`src/rtl/mem_stage_ctrl.sv`:
```
// Memory-stage controller: issues data-memory accesses over a req/ack handshake,
// stalls upstream while one is outstanding and presents the registered M-stage bundle.
module mem_stage_ctrl #(
  parameter int unsigned DATA_W   = 32,
  parameter int unsigned REG_W    = 4,
  parameter int unsigned MAX_WAIT = 15
) (
  input  logic              clk,
  input  logic              rst,
  input  logic              valid_E,
  input  logic              regw_E,
  input  logic              regmem_E,
  input  logic              memw_E,
  input  logic [REG_W-1:0]  regScr_E,
  input  logic [DATA_W-1:0] ALUrslt_E,
  input  logic [DATA_W-1:0] wdata_E,
  output logic              stall_E,
  output logic              mem_req,
  output logic              mem_we,
  output logic [DATA_W-1:0] mem_addr,
  output logic [DATA_W-1:0] mem_wdata,
  input  logic              mem_ack,
  input  logic [DATA_W-1:0] mem_rdata,
  output logic              regw_M,
  output logic              regmem_M,
  output logic [REG_W-1:0]  regScr_M,
  output logic [DATA_W-1:0] ALUrslt_M,
  output logic [DATA_W-1:0] rdata_M,
  output logic              err_M
);

  localparam int unsigned CntW = $clog2(MAX_WAIT + 1);
  localparam logic [CntW-1:0] CntLim = CntW'(MAX_WAIT - 1);

  typedef enum logic {StIdle, StWait} state_e;

  state_e              state_q, state_d;
  logic [CntW-1:0]     cnt_q, cnt_d;
  logic                lat_regw_q, lat_regw_d;
  logic                lat_load_q, lat_load_d;
  logic [REG_W-1:0]    lat_scr_q, lat_scr_d;
  logic                we_q, we_d;
  logic [DATA_W-1:0]   addr_q, addr_d;
  logic [DATA_W-1:0]   wdata_q, wdata_d;
  logic                regw_q, regw_d;
  logic                regmem_q, regmem_d;
  logic [REG_W-1:0]    scr_q, scr_d;
  logic [DATA_W-1:0]   alu_q, alu_d;
  logic [DATA_W-1:0]   rdata_q, rdata_d;
  logic                err_q, err_d;

  always_comb begin
    state_d    = state_q;
    cnt_d      = cnt_q;
    lat_regw_d = lat_regw_q;
    lat_load_d = lat_load_q;
    lat_scr_d  = lat_scr_q;
    we_d       = we_q;
    addr_d     = addr_q;
    wdata_d    = wdata_q;
    regw_d     = 1'b0;
    regmem_d   = 1'b0;
    scr_d      = '0;
    alu_d      = '0;
    rdata_d    = '0;
    err_d      = 1'b0;
    unique case (state_q)
      StIdle: begin
        if (valid_E && (regmem_E || memw_E)) begin
          state_d    = StWait;
          cnt_d      = '0;
          lat_regw_d = regw_E;
          lat_load_d = regmem_E;
          lat_scr_d  = regScr_E;
          // Load+store together is illegal; it is issued as a load.
          we_d       = memw_E & ~regmem_E;
          addr_d     = ALUrslt_E;
          wdata_d    = wdata_E;
        end else if (valid_E) begin
          regw_d = regw_E;
          scr_d  = regScr_E;
          alu_d  = ALUrslt_E;
        end
      end
      StWait: begin
        if (mem_ack) begin
          state_d  = StIdle;
          regw_d   = lat_regw_q;
          regmem_d = lat_load_q;
          scr_d    = lat_scr_q;
          alu_d    = addr_q;
          rdata_d  = lat_load_q ? mem_rdata : '0;
          we_d     = 1'b0;
          addr_d   = '0;
          wdata_d  = '0;
        end else if (cnt_q == CntLim) begin
          state_d = StIdle;
          err_d   = 1'b1;
          we_d    = 1'b0;
          addr_d  = '0;
          wdata_d = '0;
        end else begin
          cnt_d = cnt_q + 1'b1;
        end
      end
      default: state_d = StIdle;
    endcase
  end

  always_ff @(posedge clk or negedge rst) begin
    if (!rst) begin
      state_q    <= StIdle;
      cnt_q      <= '0;
      lat_regw_q <= 1'b0;
      lat_load_q <= 1'b0;
      lat_scr_q  <= '0;
      we_q       <= 1'b0;
      addr_q     <= '0;
      wdata_q    <= '0;
      regw_q     <= 1'b0;
      regmem_q   <= 1'b0;
      scr_q      <= '0;
      alu_q      <= '0;
      rdata_q    <= '0;
      err_q      <= 1'b0;
    end else begin
      state_q    <= state_d;
      cnt_q      <= cnt_d;
      lat_regw_q <= lat_regw_d;
      lat_load_q <= lat_load_d;
      lat_scr_q  <= lat_scr_d;
      we_q       <= we_d;
      addr_q     <= addr_d;
      wdata_q    <= wdata_d;
      regw_q     <= regw_d;
      regmem_q   <= regmem_d;
      scr_q      <= scr_d;
      alu_q      <= alu_d;
      rdata_q    <= rdata_d;
      err_q      <= err_d;
    end
  end

  assign stall_E   = (state_q == StWait);
  assign mem_req   = (state_q == StWait);
  assign mem_we    = we_q;
  assign mem_addr  = addr_q;
  assign mem_wdata = wdata_q;
  assign regw_M    = regw_q;
  assign regmem_M  = regmem_q;
  assign regScr_M  = scr_q;
  assign ALUrslt_M = alu_q;
  assign rdata_M   = rdata_q;
  assign err_M     = err_q;

endmodule

```
`config.mk`:
```
export PLATFORM = sky130hd
export DESIGN_NAME = mem_stage_ctrl
export DESIGN_NICKNAME = d
export VERILOG_FILES = /design/src/rtl/mem_stage_ctrl.sv
export SDC_FILE = /design/constraint.sdc
export NUM_CORES = 1
export LEC_CHECK = 0
export CAP_MARGIN = 0
export CORE_MARGIN = 10
export CORE_UTILIZATION = 45
export DETAILED_ROUTE_END_ITERATION = 12
export GPL_TIMING_DRIVEN = 0
export PLACE_DENSITY = 0.87
export SLEW_MARGIN = 15
export SYNTH_ARGS = -nofsm -noshare
export SYNTH_HDL_FRONTEND = slang
export SYNTH_SLANG_ARGS = --single-unit
```
`constraint.sdc`:
```
create_clock -name clk -period 4.9 [get_ports clk]
set_clock_uncertainty 0.15 [all_clocks]
set_input_delay 0.98 -clock clk [delete_from_list [all_inputs] [get_ports clk]]
set_output_delay 0.98 -clock clk [all_outputs]
set_load 0.005 [all_outputs]
```
==> flow_summary_export.csv <==
group,metric,value,unit
final_layout,final_util,72.8,%
grt,grt_antenna_before_repair,0,
routing,vias,4391,
clock_tree,ctsLongestPathBuffers,2,
final_layout,fin_nets,753,
sta,slew_headroom,61.8,%
die,floorplan.die.height,130,um
clock_tree,clock_sink_count,147,
placement,final_estimated_routing_congestion_in_global_placement,0.822,
grt,grt.total_usage,21.6,%
sta,max_freq,0.389,GHz
setup_path,critical-path-max-stage-delay,0.49,ns
die,design.core.area,12000,um^2
sta,final-max-slew-violation-count,0,
final_layout,fin_cells,805,
setup_path,worst-r2r-cell-count,7,
clock_tree,cts_root_buf,"clkbuf_16",
clock_tree,post-cts-setup-buffers,0,
worst_hold_path,timing.hold.worst.class,"in -> async",
die,die_area,17000,um^2
sta,finalCritPeriodShare,52.4,%
setup_path,crit_fanout,3,
sta,finalSetupTns,0,ns
final_layout,area_delta_synth_final,58.6,%
setup_path,cp-start-kind,"register",
sta,timing_hold_violations_final,0,
placement,place_hpwl,13300,um
clock_tree,worst_skew_pair.late_latency,0.42,ns
synthesis,yosysWarnings,0,
routing,drt-initial-drc-count,304,
setup_path,worstPathArrival,1.44,ns
routing,routed_wl,18300,um
die,floorplan.io_pins,245,
setup_path,worst-path-stages,2,
synthesis,syn-instance-count,380,
placement,placement.io_buffers,244,
setup_path,kind_of_cell_with_the_highest_combined_delay_on_the_critical_path,"buffers and inverters",
pwr,ir_worst_vdd,261,uV
routing,routed_via_density,5.45,
die,num_rows,40,
clock_tree,cts_tree,"built",
routing,drtAntennaViolNets,0,
setup_path,cpMaxStageDelayCell,"clkdlybuf4s50_1",
synthesis,ys_ff_latch,147,
setup_path,endpoint_kind,"primary output",
synthesis,synthesis.nets,489,
setup_path,setup.reg_to_reg.worst_slack,3.07,ns
routing,wl_per_cell,22.7,um
final_layout,drive_gt1_share,10.2,%
setup_path,critical_path_required,3.77,ns
synthesis,synth.yosys.seq_area_share,67.0,%
setup_path,worst-setup-path-type,"reg -> out",
sta,setup_repair_after_global_routing_missed_its_margin,"no",
synthesis,netlist_area,5490,um^2
setup_path,timing.rr.start,"cnt_q[0]$_DFFE_PN0P_",
clock_tree,cts-resized-gates,0,
clock_tree,tritoncts.num_buffers,17,
die,chipWidth,130,um
die,starting_utilization_of_the_core_area,45.9,%
sta,worst_pin_slew,0.573,ns
setup_path,crit-reg2reg-capture,"mem_we$_DFFE_PN0P_",
sta,finalSetupViolCount,0,
clock_tree,hold_buffers,0,
pwr,cellLeakagePower,4.01,nW
setup_path,critPathBufInv,2,
placement,placedCellCount,772,
clock_tree,cts.htree.levels,4,
setup_path,crit_chain,"buf_4 -> clkdlybuf4s50_1",
synthesis,syn_area_per_cell,14.5,um^2
grt,grt_pass1_wl,27800,um
run_status,status,"finished, final reports clean",
routing,detail_route.drc_violations,0,
grt,maximum_number_of_pins_on_one_net_before_global_route_repair,91,
routing,first_drt_pass_iteration_count,4,
grt,grt_pass1_vias,4885,
sta,period_minus_slack,2.57,ns
clock_tree,cts.clk_slew.worst_paths,0.06,ns
grt,global_route.overflow_total,0,
run,max_cap_viol_count,0,
synthesis,post_synth_num_cell_types,28,
pwr,power-per-cell-area,388,nW/um^2
-- sequential cells by signal (all words and copies together) (netlist names) --
name,cells
err_M,1
regmem_M,1
mem_req,1
lat_scr_q,4
rdata_M,32
regw_M,1
mem_addr,32
mem_wdata,32
cnt_q,4
lat_regw_q,1
regScr_M,4
lat_load_q,1
ALUrslt_M,32
mem_we,1
-- synth_stat cells (all sizes together) --
master   instances  area (um^2)
a32o            37          370
and3             2         12.5
mux2             6         86.3
ha               2         25.0
dfrtp          147         3680
a21o            31          233
nor2             3         13.8
or3              1         6.26
inv              5         18.8
o221ai           1         8.76
o22ai            3         18.8
nand2            1         3.75
and2            33          206
mux2i            2         20.0
nand2b           3         18.8
o21ai            1         16.3
nand3            2         10.0
a22o            33          289
buf             23          144
clkbuf          10         37.5
o2bb2ai          2         23.8
nor3b           32          251
-- through the flow --
step                setup slack (ns)  instance area [um^2]  hold WS, ns  total power [mW]
global placement               -2.77                  8120        0.326              2.16
detailed placement              1.93                  8150        0.331              2.19
CTS                             2.30                  8710        0.338              3.41
finish                          2.33                  8710        0.344              3.38
floorplan                       2.83                  5490        0.316              1.72
global route                    2.27                  8710        0.360              3.52
-- worst max-delay path by stage --
stage | from | endpoint | slack [ns]
2_1_floorplan | memw_E | lat_regw_q$_DFFE_PN0P_ | 2.83
5_1_grt | mem_req$_DFF_PN0_ | stall_E | 2.27
4_1_cts | mem_req$_DFF_PN0_ | stall_E | 2.30
3_3_place_gp | rst | rdata_M[24]$_DFF_PN0_ | -2.77
6_report | mem_req$_DFF_PN0_ | stall_E | 2.33
3_5_place_dp | regmem_E | mem_addr[27]$_DFFE_PN0P_ | 1.93
-- logic make-up (layout without fill, tap and decap cells) --
kind of cell,after synthesis,count (layout),share of synthesized area [%]
compound gates,108,108,17.5
fa+ha+maj,2,2,0.456
buf+inv,38,315,3.64
flops,147,147,67.0
mux,8,8,1.94
other cells,0,1,0
simple gates,77,77,9.52
-- layer usage --
metal / GRT usage [%] / wire (um) / vias up / part of all wire (%)
li1: - / - / 1927 / -
met1: 22.2 / 6540 / 2212 / 36
met2: 36.0 / 8890 / 229 / 49
met3: 12.4 / 2530 / 23 / 14
met4: 8.18 / 325 / 0 / 1.8
met5: 0 / 0 / - / 0
-- cells in the final DEF (no fill, tap or decap), drive strengths merged, types with 2 or more instances in the layout --
master,n
o22ai,3
and2,33
nor3b,32
and3,2
a32o,37
clkdlybuf4s50,243
mux2i,2
clkinv,2
mux2,6
a22o,33
dfrtp,147
o2bb2ai,2
nor2,3
nand3,2
buf,25
clkbuf,31
ha,2
inv,6
nand2b,3
a21o,31
clkinvlp,8
-- power breakdown --
group | switching [mW] | internal [mW]
logic | 0.296 | 0.430
clock network | 0.503 | 0.699
registers | 0.0914 | 1.36
-- area by class of cell --
| class | count | area [um^2] |
|---|---|---|
| Clock buffer | 21 | 480 |
| Inverter | 5 | 18.8 |
| Clock inverter | 11 | 78.8 |
| Tap cell | 147 | 184 |
| Antenna cell | 1 | 2.50 |
| Sequential cell | 147 | 3680 |
| Fill cell | 772 | 3250 |
| Timing Repair Buffer | 245 | 2470 |
| Multi-Input combinational cell | 195 | 1610 |
| Buffer | 33 | 181 |
(Power assumes the default switching activity.)
